--- src/rtl/scoreboard_ctrl_if.sv ---
// ---------------------------------------------------------------------------
// scoreboard_ctrl_if
//   Bundles the request/ack handshake of the two score sources, the game-won
//   level and the values going out to the 7-segment scoreboard driver.
//
//   Signals
//     req0   requester 0 (move counter) wants the display; held until ack0
//     val0   16-bit move count, sampled in the ack cycle
//     ack0   one-cycle grant to requester 0
//     req1   requester 1 (elapsed time) wants the display; held until ack1
//     val1   16-bit time value, sampled in the ack cycle
//     ack1   one-cycle grant to requester 1
//     win    level, game has been won
//     score  registered binary value for the scoreboard driver
//     src    source of score (0 = moves, 1 = time)
//     ovf    high while score holds a clamped value
//     blank  display blank enable (1 = digits off)
//
//   Modports
//     master  the game side: drives requests, values and win
//     slave   the controller: answers with acks and display outputs
// ---------------------------------------------------------------------------
interface scoreboard_ctrl_if;
    logic        req0;
    logic [15:0] val0;
    logic        ack0;
    logic        req1;
    logic [15:0] val1;
    logic        ack1;
    logic        win;
    logic [15:0] score;
    logic        src;
    logic        ovf;
    logic        blank;

    modport master (
        output req0, val0, req1, val1, win,
        input  ack0, ack1, score, src, ovf, blank
    );

    modport slave (
        input  req0, val0, req1, val1, win,
        output ack0, ack1, score, src, ovf, blank
    );
endinterface

--- src/rtl/scoreboard_ctrl.sv ---
// ---------------------------------------------------------------------------
// scoreboard_ctrl
//   Shares one 7-segment scoreboard between the move counter (requester 0)
//   and the elapsed-time counter (requester 1). Requests are granted with a
//   round-robin tie-break, each granted value stays on the display for at
//   least HOLD_CYC cycles, and values above MAX_SCORE are clamped. While the
//   game is won the last value is frozen and the display blinks with a
//   half-period of BLINK_CYC cycles.
//
//   Parameters
//     HOLD_CYC   minimum cycles a granted value is shown (>= 1)
//     BLINK_CYC  blink half-period in cycles while won (>= 1)
//     MAX_SCORE  clamp ceiling for granted values
//
//   Ports
//     clk  system clock (scoreboard clock domain)
//     rst  synchronous reset, active-high
//     bus  slave side of scoreboard_ctrl_if (requests, acks, display outputs)
// ---------------------------------------------------------------------------
module scoreboard_ctrl #(
    parameter int HOLD_CYC  = 1000,
    parameter int BLINK_CYC = 250,
    parameter int MAX_SCORE = 9999
) (
    input logic              clk,
    input logic              rst,
    scoreboard_ctrl_if.slave bus
);

    // Counters only ever hold 0..N-1, so they are sized for N-1 and never wrap.
    localparam int HOLD_W  = (HOLD_CYC  > 1) ? $clog2(HOLD_CYC)  : 1;
    localparam int BLINK_W = (BLINK_CYC > 1) ? $clog2(BLINK_CYC) : 1;

    localparam logic [15:0]        MAX_VAL    = 16'(MAX_SCORE);
    localparam logic [HOLD_W-1:0]  HOLD_LOAD  = HOLD_W'(HOLD_CYC - 1);
    localparam logic [BLINK_W-1:0] BLINK_LAST = BLINK_W'(BLINK_CYC - 1);

    typedef enum logic [1:0] {
        IDLE,
        SHOW,
        WIN
    } state_t;

    state_t               state_q,      state_d;
    logic [15:0]          score_q,      score_d;
    logic                 src_q,        src_d;
    logic                 ovf_q,        ovf_d;
    logic                 blank_q,      blank_d;
    logic                 ack0_q,       ack0_d;
    logic                 ack1_q,       ack1_d;
    logic                 last_grant_q, last_grant_d;
    logic [HOLD_W-1:0]    hold_cnt_q,   hold_cnt_d;
    logic [BLINK_W-1:0]   blink_cnt_q,  blink_cnt_d;

    logic                 grant_valid;
    logic                 grant_sel;
    logic [15:0]          grant_val;
    logic                 grant_over;

    // Arbitration: a lone request wins outright; when both are pending the
    // one that was not served last time goes first. The selected value is
    // compared against the ceiling here so the FSM just loads the result.
    always_comb begin
        grant_valid = bus.req0 | bus.req1;
        grant_sel   = 1'b0;
        if (bus.req0 && bus.req1) begin
            grant_sel = ~last_grant_q;
        end else if (bus.req1) begin
            grant_sel = 1'b1;
        end
        grant_val  = grant_sel ? bus.val1 : bus.val0;
        grant_over = (grant_val > MAX_VAL);
    end

    // Next-state and next-output logic. Everything that leaves the block is
    // registered, so this process computes the values loaded on the next edge.
    // A won game takes priority over any pending grant, and leaving WIN drops
    // straight back to IDLE so a waiting request is served on the following
    // edge rather than after a fresh hold period.
    always_comb begin
        state_d      = state_q;
        score_d      = score_q;
        src_d        = src_q;
        ovf_d        = ovf_q;
        blank_d      = blank_q;
        ack0_d       = 1'b0;
        ack1_d       = 1'b0;
        last_grant_d = last_grant_q;
        hold_cnt_d   = hold_cnt_q;
        blink_cnt_d  = blink_cnt_q;

        case (state_q)
            IDLE: begin
                if (bus.win) begin
                    state_d     = WIN;
                    blank_d     = 1'b0;
                    blink_cnt_d = '0;
                end else if (grant_valid) begin
                    state_d      = SHOW;
                    ack0_d       = ~grant_sel;
                    ack1_d       = grant_sel;
                    score_d      = grant_over ? MAX_VAL : grant_val;
                    ovf_d        = grant_over;
                    src_d        = grant_sel;
                    last_grant_d = grant_sel;
                    hold_cnt_d   = HOLD_LOAD;
                end
            end
            SHOW: begin
                if (bus.win) begin
                    state_d     = WIN;
                    blank_d     = 1'b0;
                    blink_cnt_d = '0;
                    hold_cnt_d  = '0;
                end else if (hold_cnt_q == '0) begin
                    state_d = IDLE;
                end else begin
                    hold_cnt_d = hold_cnt_q - HOLD_W'(1);
                end
            end
            WIN: begin
                if (!bus.win) begin
                    state_d     = IDLE;
                    blank_d     = 1'b0;
                    blink_cnt_d = '0;
                end else if (blink_cnt_q == BLINK_LAST) begin
                    blink_cnt_d = '0;
                    blank_d     = ~blank_q;
                end else begin
                    blink_cnt_d = blink_cnt_q + BLINK_W'(1);
                end
            end
            default: begin
                state_d = IDLE;
            end
        endcase
    end

    // State and output registers. Reset puts last_grant at 1 so that
    // requester 0 wins the very first tie, and abandons any hold or blink.
    always_ff @(posedge clk) begin
        if (rst) begin
            state_q      <= IDLE;
            score_q      <= '0;
            src_q        <= 1'b0;
            ovf_q        <= 1'b0;
            blank_q      <= 1'b0;
            ack0_q       <= 1'b0;
            ack1_q       <= 1'b0;
            last_grant_q <= 1'b1;
            hold_cnt_q   <= '0;
            blink_cnt_q  <= '0;
        end else begin
            state_q      <= state_d;
            score_q      <= score_d;
            src_q        <= src_d;
            ovf_q        <= ovf_d;
            blank_q      <= blank_d;
            ack0_q       <= ack0_d;
            ack1_q       <= ack1_d;
            last_grant_q <= last_grant_d;
            hold_cnt_q   <= hold_cnt_d;
            blink_cnt_q  <= blink_cnt_d;
        end
    end

    assign bus.ack0  = ack0_q;
    assign bus.ack1  = ack1_q;
    assign bus.score = score_q;
    assign bus.src   = src_q;
    assign bus.ovf   = ovf_q;
    assign bus.blank = blank_q;

endmodule

--- src/flat_wrapper.sv ---
// flat-port wrapper written by rule: the top's interface ports become plain ports
module scoreboard_ctrl_flat 
#(
    parameter int HOLD_CYC  = 1000,
    parameter int BLINK_CYC = 250,
    parameter int MAX_SCORE = 9999
)
  (clk, rst, bus_req0, bus_val0, bus_req1, bus_val1, bus_win, bus_ack0, bus_ack1, bus_score, bus_src, bus_ovf, bus_blank);
  scoreboard_ctrl_if bus_i ();
  input logic clk;
  input logic rst;
  input wire logic [$bits(bus_i.req0)-1:0] bus_req0;
  input wire logic [$bits(bus_i.val0)-1:0] bus_val0;
  input wire logic [$bits(bus_i.req1)-1:0] bus_req1;
  input wire logic [$bits(bus_i.val1)-1:0] bus_val1;
  input wire logic [$bits(bus_i.win)-1:0] bus_win;
  output wire logic [$bits(bus_i.ack0)-1:0] bus_ack0;
  output wire logic [$bits(bus_i.ack1)-1:0] bus_ack1;
  output wire logic [$bits(bus_i.score)-1:0] bus_score;
  output wire logic [$bits(bus_i.src)-1:0] bus_src;
  output wire logic [$bits(bus_i.ovf)-1:0] bus_ovf;
  output wire logic [$bits(bus_i.blank)-1:0] bus_blank;
  assign bus_i.req0 = bus_req0;
  assign bus_i.val0 = bus_val0;
  assign bus_i.req1 = bus_req1;
  assign bus_i.val1 = bus_val1;
  assign bus_i.win = bus_win;
  assign bus_ack0 = bus_i.ack0;
  assign bus_ack1 = bus_i.ack1;
  assign bus_score = bus_i.score;
  assign bus_src = bus_i.src;
  assign bus_ovf = bus_i.ovf;
  assign bus_blank = bus_i.blank;
  scoreboard_ctrl #(.HOLD_CYC(HOLD_CYC), .BLINK_CYC(BLINK_CYC), .MAX_SCORE(MAX_SCORE)) u_core (.clk(clk), .rst(rst), .bus(bus_i));
endmodule
--- config.mk ---
export PLATFORM = sky130hd
export DESIGN_NAME = scoreboard_ctrl_flat
export DESIGN_NICKNAME = d
export VERILOG_FILES = /design/src/rtl/scoreboard_ctrl_if.sv /design/src/rtl/scoreboard_ctrl.sv /design/src/flat_wrapper.sv
export SDC_FILE = /design/constraint.sdc
export NUM_CORES = 1
export LEC_CHECK = 0
export BUFFER_PORTS_ARGS = -buffer_cell sky130_fd_sc_hd__buf_2
export CAP_MARGIN = 20
export CORE_MARGIN = 5
export CORE_UTILIZATION = 30
export DETAILED_ROUTE_END_ITERATION = 6
export PLACE_DENSITY_LB_ADDON = 0.15
export SETUP_SLACK_MARGIN = 0.3
export SLEW_MARGIN = 20
export SYNTH_ARGS = -nofsm -noshare
export SYNTH_HDL_FRONTEND = slang
export SYNTH_SLANG_ARGS = --single-unit
export TNS_END_PERCENT = 1
--- constraint.sdc ---
create_clock -name clk -period 2 [get_ports clk]
set_input_delay 0.2 -clock clk [delete_from_list [all_inputs] [get_ports clk]]
set_output_delay 0.2 -clock clk [all_outputs]
set_load 0.02 [all_outputs]
==> results of run 1 <==
-- cells by family (layout without fill, tap and decap cells) --
group / after synthesis / after routing / share of synthesized area, %
compound gates: 75 / 75 / 24.76
simple gates: 72 / 73 / 19.48
flops: 42 / 42 / 37.73
buf+inv: 23 / 82 / 6.625
mux: 16 / 16 / 7.580
fa+ha+maj: 4 / 4 / 2.246
xor+xnor: 4 / 4 / 1.572
-- registers in the layout (all words and copies together), names as in the netlist --
register / flops
u_core.blink_cnt_q: 8
u_core.bus.ack0: 1
u_core.bus.ack1: 1
u_core.bus.blank: 1
u_core.bus.ovf: 1
u_core.bus.score: 16
u_core.bus.src: 1
u_core.hold_cnt_q: 10
u_core.last_grant_q: 1
u_core.state_q: 2
-- worst max-delay path: stages, from the launching register on --
cell and delay, ns:
sky130_fd_sc_hd__dfxtp_2 0.35, sky130_fd_sc_hd__inv_2 0.06, sky130_fd_sc_hd__ha_1 0.20, sky130_fd_sc_hd__nor4b_2 0.17, sky130_fd_sc_hd__and4_4 0.18, sky130_fd_sc_hd__or2_4 0.27
sky130_fd_sc_hd__o311a_1 0.35
-- area by class of cell --
type                            instances  area (µm²)  share of cell area [%]
Clock inverter                          2       37.54                   1.381
Tap cell                               99       123.9                   4.558
Multi-Input combinational cell        172        1256                   46.22
Clock buffer                            6       72.57                   2.670
Timing Repair Buffer                   66       352.8                   12.98
Sequential cell                        42       844.6                   31.08
Inverter                                8       30.03                   1.105
-- placed cells by master (no fill, tap or decap), types with 2 or more instances in the layout --
cell type | netlist | layout
sky130_fd_sc_hd__nand2_1 | 7 | 7
sky130_fd_sc_hd__nor4b_2 | 2 | 2
sky130_fd_sc_hd__ha_1 | 4 | 4
sky130_fd_sc_hd__or3_1 | 3 | 3
sky130_fd_sc_hd__o311ai_0 | 5 | 3
sky130_fd_sc_hd__clkbuf_8 | 0 | 5
sky130_fd_sc_hd__mux2i_1 | 9 | 9
sky130_fd_sc_hd__nor4_1 | 4 | 4
sky130_fd_sc_hd__dfxtp_1 | 42 | 39
sky130_fd_sc_hd__nand4_1 | 4 | 4
sky130_fd_sc_hd__a21oi_1 | 11 | 11
sky130_fd_sc_hd__o2111ai_1 | 3 | 3
sky130_fd_sc_hd__buf_2 | 1 | 57
sky130_fd_sc_hd__xor2_1 | 4 | 4
sky130_fd_sc_hd__nand3b_1 | 2 | 2
sky130_fd_sc_hd__o21ai_0 | 15 | 15
sky130_fd_sc_hd__dfxtp_2 | 0 | 3
sky130_fd_sc_hd__buf_4 | 2 | 9
sky130_fd_sc_hd__nor3_1 | 3 | 3
sky130_fd_sc_hd__o311ai_1 | 0 | 2
sky130_fd_sc_hd__a31oi_1 | 5 | 5
sky130_fd_sc_hd__o31ai_1 | 6 | 6
sky130_fd_sc_hd__inv_1 | 8 | 7
sky130_fd_sc_hd__nand2b_1 | 4 | 4
sky130_fd_sc_hd__a32o_1 | 6 | 6
sky130_fd_sc_hd__mux2_2 | 7 | 7
sky130_fd_sc_hd__nor2_1 | 27 | 27
sky130_fd_sc_hd__and3_1 | 4 | 4
sky130_fd_sc_hd__o311a_1 | 2 | 2
sky130_fd_sc_hd__a311oi_1 | 8 | 8
-- path summary, 6_finish.rpt --
path | cells past startpoint | to | slack [ns] | startpoint
min | 2 | u_core.state_q[1] | 0.23 | rst
min reg2reg | 2 | u_core.bus.src | 0.46 | u_core.bus.src
max reg2reg | 6 | u_core.hold_cnt_q[1] | 0.31 | u_core.hold_cnt_q[0]
max | 6 | u_core.hold_cnt_q[1] | 0.31 | u_core.hold_cnt_q[0]
-- what timing repair did --
action / CTS / global route
pin swaps: 2 / 0
hold buffers: 0 / 0
endpoints found under the setup margin: 4 / 24
setup buffers: 1 / 0
cloned: 1 / 0
gates resized for setup: 2 / 3
-- power by group --
| part | internal, mW | total [mW] | leakage, nW | switching, mW |
|---|---|---|---|---|
| Clock | 0.373 | 0.660 | 0.0514 | 0.288 |
| Combinational | 0.182 | 0.414 | 0.703 | 0.233 |
| Sequential | 0.887 | 0.933 | 0.345 | 0.0469 |
| Total | 1.44 | 2.01 | 1.10 | 0.567 |
-- layer usage --
layer / vias up / GRT usage (%)
li1: 1028 / -
met2: 29 / 19.38
met4: 0 / 1.659
met1: 963 / 17.06
met5: - / 0
met3: 2 / 3.597
-- per-stage QoR --
step | utilization, % | cell area, µm² | power, mW
after floorplan | - | 2230 | 1.229
after global placement | 35.64 | 2585 | 1.361
after detailed placement | 35.64 | 2585 | 1.360
after CTS | 37.45 | 2716 | 2.034
after global routing | 37.47 | 2718 | 2.126
final | 37.47 | 2718 | 2.008
==> results, run 1 <==
- The run finished with clean final reports.
- Based on the critical path, the design can be clocked at up to 590.3 MHz.
- The H-tree was split into 2 levels.
- The largest fanout of any net on the critical path is 7.
- Detailed routing placed a total of 2691 µm of wire on met2.
- Synthesis instantiated 55 different standard cells from the library.
- For this run, design rule violations remaining after detail routing come to 0.
- The clock sink total is 42.
- Once detail routing completed, the nets flagged for antenna violations numbered 0.
- The vertical die dimension is 96.19 µm.
- Global routing used 12.32% of the available tracks across all layers.
- The detailed router used layers up to and including met4.
- The number of top-level pins is 58.
- The minimum setup slack in the final design is 0.3061 ns.
- Entering global routing, the biggest net connects 20 pins.
- The hold violation count in the final report came to 0.
- The final critical path time including I/O delays and setup is 1.694 ns.
- The effective utilization at floorplan is 30.72%.
- The worst setup skew after layout is 0.007470 ns.
- The number of clock buffers inserted by TritonCTS is 5.
- The standard-cell row count is 31.
- The number of violations of the max-capacitance limit is 0.
- The CTS clock-pin slew for the worst setup and hold paths is 0.08 ns.
- The required time at the endpoint of the critical path is 2.18 ns.
- At the worst endpoint, the arrival time is 1.87 ns.
- The cell area that synthesis handed to floorplanning was 0.002228 mm².
- The ratio of routed vias to standard cells is 5.119.
- The start-to-end type of the worst setup path is register to register.
- The initial antenna violation count is 0.
- The number of global-route vias before repair came to 1927.
- The cell sitting at the root of the clock tree is a sky130_fd_sc_hd__clkbuf_8.
- At the pin with the least slew margin, the transition time is 0.7026 ns.
- The synthesis-to-layout area growth is 21.95%.
- The fraction of post-synthesis cell area in the top cell type by area is 37.73%.
- Summed over all failing endpoints, the final setup total negative slack is 0 ns.
- The portion of the post-synthesis area used by sequential elements is 37.73%.
- Setup repair after global routing could not meet its margin everywhere.
- Across all hold checks on the routed design, the worst slack comes to 0.2288 ns.
- The first-iteration detailed-routing DRC count is 104.
- The global-route wire length before repair is 9211 µm.
- The most used flip-flop cell after synthesis is sky130_fd_sc_hd__dfxtp_1.
- The setup violation total in the final timing report is 0.
- The number of iterations in the first detailed-routing pass is 4.
- Including well taps, the total number of placed cells is 385.
- The congestion estimate from routability-driven global placement came to 0.8333.
- The average routed wire per standard cell is 14.13 µm.
- The sort of element at the start of the critical path is a register.
- From left edge to right edge, the die measures 96.19 µm.
- Counting instances in the post-synthesis netlist gives the leading cell types as 42 x sky130_fd_sc_hd__dfxtp_1, 27 x sky130_fd_sc_hd__nor2_1, 15 x sky130_fd_sc_hd__o21ai_0.
- The routed length on met3 is 209 µm.
- The final count of pins violating max slew is 0.
- VDD sags by at most 0.3799 mV.
- The async set-reset flop share out of synthesis is 0%.
- The TritonCTS clock tree is done.
- The worst setup slack before clock tree synthesis is 0.1807 ns.
- The finished layout holds 395 standard cells, fillers aside.
- After technology mapping, the gate count stands at 236.
- The maximum root-to-sink buffer count is 2.
- After global routing the overflow that remains totals 0.
- The leakage power figure is 1.099 nW.
- The total power per unit cell area is 738.9 mW/mm².
- Yosys instantiated no cell more often than sky130_fd_sc_hd__dfxtp_1.
- The endpoint type of the worst setup path is a register.
- The routed layout has 2022 vias.
- The min-delay analysis places its worst path in the category primary input to register.
- The total half-perimeter wirelength after legalization and detailed placement is 4198 µm.
- For this block, the routed nets add up to 5580 µm of wire.
- Fill cells in the final layout number 769.
- The later pin in the worst-skew pair is clocked with a latency of 0.29 ns.
- The floorplan die area is 0.009252 mm².
- The cell accounting for the most synthesized area is sky130_fd_sc_hd__dfxtp_1.
- Ranked by total cell area, the synthesized netlist is headed by sky130_fd_sc_hd__dfxtp_1 38%, sky130_fd_sc_hd__nor2_1 4.5%, sky130_fd_sc_hd__mux2i_1 4.0%, sky130_fd_sc_hd__buf_6 3.5%, sky130_fd_sc_hd__mux2_2 3.5%.
- The final cycle utilization of the critical path is 84.70%.
- The total core area is 0.007253 mm².
- A synthesized cell averages 9.442 µm².
- The number of antenna diodes in the final layout is 0.
- The headroom to the max-slew limit is 53.15%.
- In this run, synthesis inferred 0 flip-flops with an integrated enable.
- The flip-flop and latch count after synthesis is 42.
- The met1 wire length is 2660 µm.
- The net count of the finished layout is 336.
- The count of buffers from port buffering is 57.
- Counting every net in the synthesized netlist gives 277.
- The proportion of layout cells with a drive suffix above 1 is 33.78%.
- During synthesis, Yosys emitted a total of 0 warnings.
No activity file was read; power rests on OpenSTA's default activity.
==> run 2, diff against run 1 <==
clock period = 1.4 ns   (was 2 ns; I/O delays follow)
==> run 2 against run 1 <==
  * The flow now finishes with violations (negative setup slack)
  * Clock-buffer cell count stayed put
  * Sequential share of layout area is 3.8 points lower
  * Sequential cell count is the same
  * Non-clock buffer count grew 37
  * Combinational power grew 88%
  * Sequential power rose by 44%
==> results, run 2 (synthesis results as in run 1) <==
- The setup violation total in the final timing report is 18 (was 0).
- The first-iteration detailed-routing DRC count is 65 (was 104).
- The proportion of layout cells with a drive suffix above 1 was 46.39% (was 33.78%).
- The delay of the slowest critical-path stage is 0.50 ns (was 0.35 ns).
- The share of total power in sequential cells is 43.2% (was 46.5%).
- The post-CTS setup repair buffer count was 0 (was 1).
- The leakage power figure is 1.317 nW (was 1.099 nW).
- The effective utilization at floorplan was 30.72% (unchanged).
- The number of global-route vias before repair is 2029 (was 1927).
- The hold-fix buffer count after cts was 0 (unchanged).
- The net switching power figure is 0.8645 mW (was 0.5673 mW).
- The total internal power came to 2.231 mW (was 1.441 mW).
- The non-filler instance count after layout is 431 (was 395).
- The worst setup path startpoint is u_core.hold_cnt_q[0] (unchanged).
- The total power per unit cell area is 987.3 mW/mm² (was 738.9 mW/mm²).
- The worst-path cell with the longest stage delay is sky130_fd_sc_hd__or4_1 (was sky130_fd_sc_hd__dfxtp_2).
- The antenna diode count came to 0 (unchanged).
- The floorplan die area is 0.009252 mm² (unchanged).
- The TritonCTS clock tree is done (unchanged).
- The critical path arrival was 1.80 ns (was 1.87 ns).
- The total half-perimeter wirelength after legalization and detailed placement is 4534 µm (was 4198 µm).
- The H-tree level count came to 2 (unchanged).
- The final standard cell area without fillers came to 0.003136 mm² (was 0.002718 mm²).
- The sort of element at the start of the critical path is a register (unchanged).
- The final critical path time including I/O delays and setup came to 1.573 ns (was 1.694 ns).
- The combinational share of power is 25.1% (was 20.6%).
- The aggregate routed wire length is 5998 µm (was 5580 µm).
- The width of the die is 96.19 µm (unchanged).
- The power after layout is 3.096 mW (was 2.008 mW).
- The total global routing track utilization came to 13.16% (was 12.32%).
- The required time at the endpoint of the critical path is 1.62 ns (was 2.18 ns).
- The number of buffer and inverter instances along the worst setup path is 1 (unchanged).
- The achievable clock frequency is 635.6 MHz (was 590.3 MHz).
- The number of violations of the max-capacitance limit is 0 (unchanged).
- Critical path cell sequence: inv_2 -> ha_4 -> nor4b_4 -> and4_4 -> or4_1 -> a21boi_1 (was inv_2 -> ha_1 -> nor4b_2 -> and4_4 -> or2_4 -> o311a_1).
- The number of top-level pins is 58 (unchanged).
- The post-layout net count is 373 (was 336).
- The vertical die dimension came to 96.19 µm (unchanged).
- The cell count along the critical path is 6 (unchanged).
- The maximum resistive drop on vdd is 0.3846 mV (was 0.3799 mV).
- The transition time at the pin with the least slew margin was 0.3825 ns (was 0.7026 ns).
- The worst setup path endpoint is u_core.hold_cnt_q[3] (was u_core.hold_cnt_q[1]).
- The CTS clock-pin slew for the worst setup and hold paths is 0.08 ns (about the same).
- The average routed wire per standard cell was 13.92 µm (was 14.13 µm).
- The sum of negative setup slack is -1.051 ns (was 0 ns).
- The largest fanout of any net on the critical path is 6 (was 7).
- The clock tree root buffer cell is sky130_fd_sc_hd__clkbuf_8 (unchanged).
- Setup repair after global routing missed its margin: true (unchanged).
- The final count of pins violating max slew is 0 (unchanged).
- The worst setup slack before clock tree synthesis was -0.2186 ns (was 0.1807 ns).
- The standard-cell row count is 31 (unchanged).
- The worst flop-to-flop path endpoint is u_core.hold_cnt_q[3] (was u_core.hold_cnt_q[1]).
- The ratio of routed vias to standard cells is 4.898 (was 5.119).
- The minimum setup slack in the final design was -0.1734 ns (was 0.3061 ns).
- The synthesis-to-layout area growth was 40.71% (was 21.95%).
- The remaining routing DRC violations is 0 (unchanged).
- The pin count of the biggest net entering global routing is 16 (was 20).
- The type of the most critical hold path is primary input to register (unchanged).
- The count of placed standard cells including taps was 423 (was 385).
- The count of nets left with antenna violations after detail routing is 0 (unchanged).
- The maximum root-to-sink buffer count was 2 (unchanged).
- The number of clock buffers inserted by TritonCTS is 5 (unchanged).
- The clock sink total is 42 (unchanged).
- The insertion delay of the later-clocked pin in the worst-skew pair is 0.29 ns (about the same).
- The kind of cell with the highest combined delay on the critical path is simple AND/OR/NAND/NOR gates (unchanged).
- The hold violation count in the final report is 0 (unchanged).
- The endpoint type of the worst setup path is a register (unchanged).
- The register area is 855.8 µm² (was 844.6 µm²).
- The checks that failed: negative setup slack.
- The global-route wire length before repair came to 9570 µm (was 9211 µm).
- The reg-to-reg setup timing slack is -0.17 ns (was 0.31 ns).
- The initial antenna violation count was 0 (unchanged).
- The start-to-end type of the worst setup path is register to register (unchanged).
- The worst setup skew after layout came to 0.008495 ns (was 0.007470 ns).
- The clock power share came to 31.7% (was 32.9%).
- The leftover overflow at the end of global routing was 0 (unchanged).
- The weighted congestion reported at the end of routability-driven placement is 0.7484 (was 0.8333).
- The count of buffers from port buffering is 57 (unchanged).
- Run status: finished with violations (was finished, final reports clean).
- The final cycle utilization of the critical path came to 112.4% (was 84.70%).
- The footprint of the multi-input gates was 0.001345 mm² (was 0.001256 mm²).
- The total of fill cells in the finished design came to 741 (was 769).
- The most common cell after layout, fill and taps aside is sky130_fd_sc_hd__buf_2 (unchanged).
- The area of placed instances was 0.002930 mm² (was 0.002585 mm²).
- The headroom to the max-slew limit is 74.47% (was 53.15%).
- The worst reg2reg path depth is 6 (unchanged).
- The startpoint of the worst-slack reg-to-reg timing path is u_core.hold_cnt_q[0] (unchanged).
- The switching share of total power was 27.93% (was 28.25%).
- The total core area came to 0.007253 mm² (unchanged).
- Most frequent cells in the layout: 57 x sky130_fd_sc_hd__buf_2, 43 x sky130_fd_sc_hd__buf_4, 34 x sky130_fd_sc_hd__dfxtp_1 (was 57 x sky130_fd_sc_hd__buf_2, 39 x sky130_fd_sc_hd__dfxtp_1, 27 x sky130_fd_sc_hd__nor2_1).
- The flip-flop count of the largest register, all copies and words added was 16 (unchanged).
- The total via count in the routed design was 2111 (was 2022).
- The number of iterations in the first detailed-routing pass is 4 (unchanged).
-- run 2: cell types whose count changed in the layout (fill, tap and decap cells not counted), moves of 3 or more --
cell / delta
sky130_fd_sc_hd__buf_12: +3
sky130_fd_sc_hd__nor2_1: -3
sky130_fd_sc_hd__nor2_2: +3
sky130_fd_sc_hd__dfxtp_1: -5
sky130_fd_sc_hd__buf_4: +34
sky130_fd_sc_hd__dfxtp_2: +3
-- run 2: how the worst min path moves through the flow --
stage,slack [ns],end,from,cells after the start
floorplan,0.32,u_core.last_grant_q,bus_req1,2
global placement,0.38,u_core.bus.ack1,rst,2
detailed placement,0.37,u_core.bus.ack1,rst,2
CTS,0.06,u_core.bus.ack1,rst,2
global route,0.07,u_core.bus.ack1,rst,2
finish,0.07,u_core.bus.ack1,rst,2
-- run 2: stage by stage --
stage	hold WS, ns	util, %
final	0.07114	43.23
after global routing	0.06925	43.23
after CTS	0.05562	42.78
after detailed placement	0.3736	40.40
after global placement	0.3773	40.40
after floorplan	0.3226	-
-- run 2: worst register-to-register path, delay by kind of cell (launching register included) --
| family | cells | cell delay, ns |
|---|---|---|
| AOI/OAI and AO/OA | 1 | 0.14 |
| and+or+nand+nor | 3 | 0.81 |
| DFF | 1 | 0.34 |
| adders and majority gates | 1 | 0.15 |
| buffers and inverters | 1 | 0.06 |
-- run 2: per-layer routing --
layer / GRT usage [%] / vias to the layer above / share of wire, %
met3: 3.049 / 7 / 3.7
met1: 18.03 / 974 / 48
li1: - / 1096 / -
met5: 0 / - / 0
met4: 3.910 / 0 / 1.2
met2: 20.47 / 34 / 47
-- run 2: final cells by class --
cell class | count | area share (%)
Sequential cell | 42 | 27.29
Clock buffer | 6 | 2.634
Tap cell | 99 | 3.951
Multi-Input combinational cell | 172 | 42.90
Clock inverter | 1 | 0.9577
Timing Repair Buffer | 103 | 21.31
Inverter | 8 | 0.9577
-- run 2: timing repair --
action / CTS / global route
setup endpoints to repair: 41 / 41
cloned: 1 / 0
resized for setup: 19 / 11
pin swaps: 9 / 7
hold endpoints to repair: 0 / 0
-- run 2: power by group through the flow --
stage	Sequential, mW	Clock [mW]	Combinational (mW)
floorplan	1.38	0	0.392
global placement	1.35	0	0.746
detailed placement	1.35	0	0.746
CTS	1.34	1.01	0.768
global route	1.35	1.07	0.854
finish	1.34	0.981	0.777
==> run 3, diff against run 2 <==
CORE_ASPECT_RATIO = 0.9   (was not set)
==> run 3 against run 2 <==
  * Fmax increased by 0.66%
  * Combinational power barely moved
  * The flow still finishes with violations (negative setup slack)
  * Critical path type unchanged
  * Global-route usage grew 0.089 points
  * Critical endpoint unchanged
  * Highest routed layer unchanged
  * Non-clock buffer count is 5 lower
  * Critical path depth unchanged
  * Sequential power barely moved
  * Sequential share of layout area up 0.12 points
  * Final area is 0.60% lower
==> results, run 3 (synthesis results as in run 1) <==
- The minimum setup slack in the final design came to -0.1631 ns (was -0.1734 ns).
- The post-layout net count is 368 (was 373).
- The clock power share is 36.0% (was 31.7%).
- The vertical die dimension is 91.76 µm (was 96.19 µm).
- The count of placed standard cells including taps is 412 (was 423).
- The total via count in the routed design is 2119 (was 2111).
- The final cycle utilization of the critical path is 111.6% (was 112.4%).
- The TritonCTS clock tree is done (unchanged).
- The clock sink total is 42 (unchanged).
- The type of the most critical hold path is primary input to register (unchanged).
- The total internal power is 2.414 mW (was 2.231 mW).
- The final count of pins violating max slew is 0 (unchanged).
- The pin count of the biggest net entering global routing is 16 (unchanged).
- The start-to-end type of the worst setup path is register to register (unchanged).
- The hold-fix buffer count after cts is 0 (unchanged).
- The non-filler instance count after layout is 421 (was 431).
- The sum of negative setup slack is -1.100 ns (was -1.051 ns).
- The count of buffers from port buffering is 57 (unchanged).
- The worst hold-check slack was 0.1481 ns (was 0.07114 ns).
- The worst hold path stage count is 2 (unchanged).
- The aggregate routed wire length is 6066 µm (was 5998 µm).
- The maximum resistive drop on vdd came to 0.3846 mV (about the same).
- The ratio of routed vias to standard cells is 5.033 (was 4.898).
- The most common cell after layout, fill and taps aside is sky130_fd_sc_hd__buf_2 (unchanged).
- The CTS clock-pin slew for the worst setup and hold paths came to 0.08 ns (about the same).
- The standard-cell row count came to 29 (was 31).
- The number of iterations in the first detailed-routing pass is 4 (unchanged).
- The post-route core utilization is 43.60% (was 43.23%).
- The number of top-level pins is 58 (unchanged).
- The reg-to-reg setup timing slack is -0.16 ns (was -0.17 ns).
- The maximum root-to-sink buffer count is 2 (unchanged).
- The effective utilization at floorplan is 31.17% (was 30.72%).
- The total of fill cells in the finished design is 730 (was 741).
- Most frequent cells in the layout: 57 x sky130_fd_sc_hd__buf_2, 35 x sky130_fd_sc_hd__buf_4, 35 x sky130_fd_sc_hd__dfxtp_1 (was 57 x sky130_fd_sc_hd__buf_2, 43 x sky130_fd_sc_hd__buf_4, 34 x sky130_fd_sc_hd__dfxtp_1).
- The average routed wire per standard cell is 14.41 µm (was 13.92 µm).
- The critical path arrival is 1.80 ns (about the same).
- The leakage power figure is 1.310 nW (was 1.317 nW).
- The number of clock buffers inserted by TritonCTS is 5 (unchanged).
- The final critical path time including I/O delays and setup is 1.563 ns (was 1.573 ns).
- The worst setup path startpoint is u_core.hold_cnt_q[1] (was u_core.hold_cnt_q[0]).
- The largest fanout of any net on the critical path is 6 (unchanged).
- The clock tree root buffer cell is sky130_fd_sc_hd__clkbuf_8 (unchanged).
- The headroom to the max-slew limit is 73.46% (was 74.47%).
- The endpoint type of the worst setup path is a register (unchanged).
- The H-tree level count was 2 (unchanged).
- The initial antenna violation count is 0 (unchanged).
- The achievable clock frequency is 639.8 MHz (was 635.6 MHz).
- The net switching power figure came to 0.8725 mW (was 0.8645 mW).
- The width of the die is 100.8 µm (was 96.19 µm).
- The capture endpoint of the worst hold path is u_core.state_q[0] (was u_core.bus.ack1).
- The area of placed instances is 0.002885 mm² (was 0.002930 mm²).
- The flip-flop count of the largest register, all copies and words added is 16 (unchanged).
- The share of total power in sequential cells came to 40.4% (was 43.2%).
- The sort of element at the start of the critical path is a register (unchanged).
- The hold violation count in the final report was 0 (unchanged).
- The count of nets left with antenna violations after detail routing came to 0 (unchanged).
- The leftover overflow at the end of global routing was 0 (unchanged).
- Setup repair after global routing missed its margin: true (unchanged).
- The insertion delay of the later-clocked pin in the worst-skew pair was 0.29 ns (about the same).
- The hold path startpoint was bus_win (was rst).
- Violations in the final reports: negative setup slack (unchanged).
- The total global routing track utilization is 13.25% (was 13.16%).
- The transition time at the pin with the least slew margin came to 0.3951 ns (was 0.3825 ns).
- The floorplan die area is 0.009254 mm² (was 0.009252 mm²).
- Run status: finished with violations (unchanged).
- The number of violations of the max-capacitance limit was 0 (unchanged).
- The number of global-route vias before repair was 2062 (was 2029).
- The synthesis-to-layout area growth is 39.87% (was 40.71%).
- The total power per unit cell area was 1055 mW/mm² (was 987.3 mW/mm²).
- The weighted congestion reported at the end of routability-driven placement came to 0.7703 (was 0.7484).
- The worst reg2reg path depth is 6 (unchanged).
- The worst setup skew after layout was 0.005909 ns (was 0.008495 ns).
- The remaining routing DRC violations came to 0 (unchanged).
- The total core area is 0.007148 mm² (was 0.007253 mm²).
- The antenna diode count is 0 (unchanged).
- The worst flop-to-flop path endpoint is u_core.hold_cnt_q[3] (unchanged).
- The combinational share of power came to 23.6% (was 25.1%).
- The switching share of total power is 26.54% (was 27.93%).
- The required time at the endpoint of the critical path was 1.64 ns (was 1.62 ns).
- The setup violation total in the final timing report is 12 (was 18).
- The total half-perimeter wirelength after legalization and detailed placement was 4544 µm (was 4534 µm).
- The proportion of layout cells with a drive suffix above 1 is 45.12% (was 46.39%).
- The final standard cell area without fillers is 0.003117 mm² (was 0.003136 mm²).
- The global-route wire length before repair is 10050 µm (was 9570 µm).
- The first-iteration detailed-routing DRC count was 114 (was 65).
- The startpoint of the worst-slack reg-to-reg timing path is u_core.hold_cnt_q[1] (was u_core.hold_cnt_q[0]).
-- run 3: per-stage QoR --
step,setup WS (ns),power (mW)
6_report,-0.1631,3.287
5_1_grt,-0.2290,3.484
4_1_cts,-0.1719,3.325
3_5_place_dp,-0.2161,2.093
3_3_place_gp,-0.1931,2.095
2_1_floorplan,-0.1181,1.772
-- run 3: layout make-up --
class | count | area (µm²) | share of cell area [%]
clock buffer | 6 | 82.58 | 2.650
clock inverter | 2 | 60.06 | 1.927
tap | 93 | 116.4 | 3.733
sequential | 42 | 854.6 | 27.42
timing repair buffer | 98 | 645.6 | 20.71
inverter | 8 | 30.03 | 0.9635
multi-input combinational | 172 | 1328 | 42.59
-- run 3: worst max path at each step --
stage	endpoint	slack, ns	cells after the start
final	u_core.hold_cnt_q[3]	-0.16	6
after global routing	u_core.hold_cnt_q[3]	-0.23	6
after CTS	u_core.hold_cnt_q[3]	-0.17	6
after detailed placement	u_core.hold_cnt_q[2]	-0.22	6
after global placement	u_core.hold_cnt_q[0]	-0.19	6
after floorplan	u_core.hold_cnt_q[0]	-0.12	7
-- run 3: power by group through the flow --
stage / sequential (mW) / clock, mW / combinational [mW]
floorplan: 1.38 / 0 / 0.392
global placement: 1.35 / 0 / 0.741
detailed placement: 1.35 / 0 / 0.741
CTS: 1.33 / 1.23 / 0.760
global route: 1.34 / 1.29 / 0.848
finish: 1.33 / 1.18 / 0.775
-- run 3: worst max-delay path, cell delays in order (launching register included) --
cell,delay [ns]
sky130_fd_sc_hd__dfxtp_2,0.34
sky130_fd_sc_hd__inv_2,0.06
sky130_fd_sc_hd__ha_4,0.15
sky130_fd_sc_hd__nor4b_4,0.13
sky130_fd_sc_hd__and4_4,0.18
sky130_fd_sc_hd__or4_4,0.51
sky130_fd_sc_hd__a21boi_2,0.14
-- run 3: layer usage --
layer	part of all wire (%)	up-vias	track usage, %
met1	46	987	18.00
met3	4.9	10	3.414
met2	47	40	20.45
met5	0	-	0
li1	-	1082	-
met4	1.5	0	4.265
-- run 3: what timing repair did --
item / 4_1_cts / 5_1_grt
setup buffers: 0 / 0
pin swaps: 4 / 15
gates resized for setup: 12 / 15
gates cloned: 1 / 0
endpoints found under the setup margin: 41 / 41
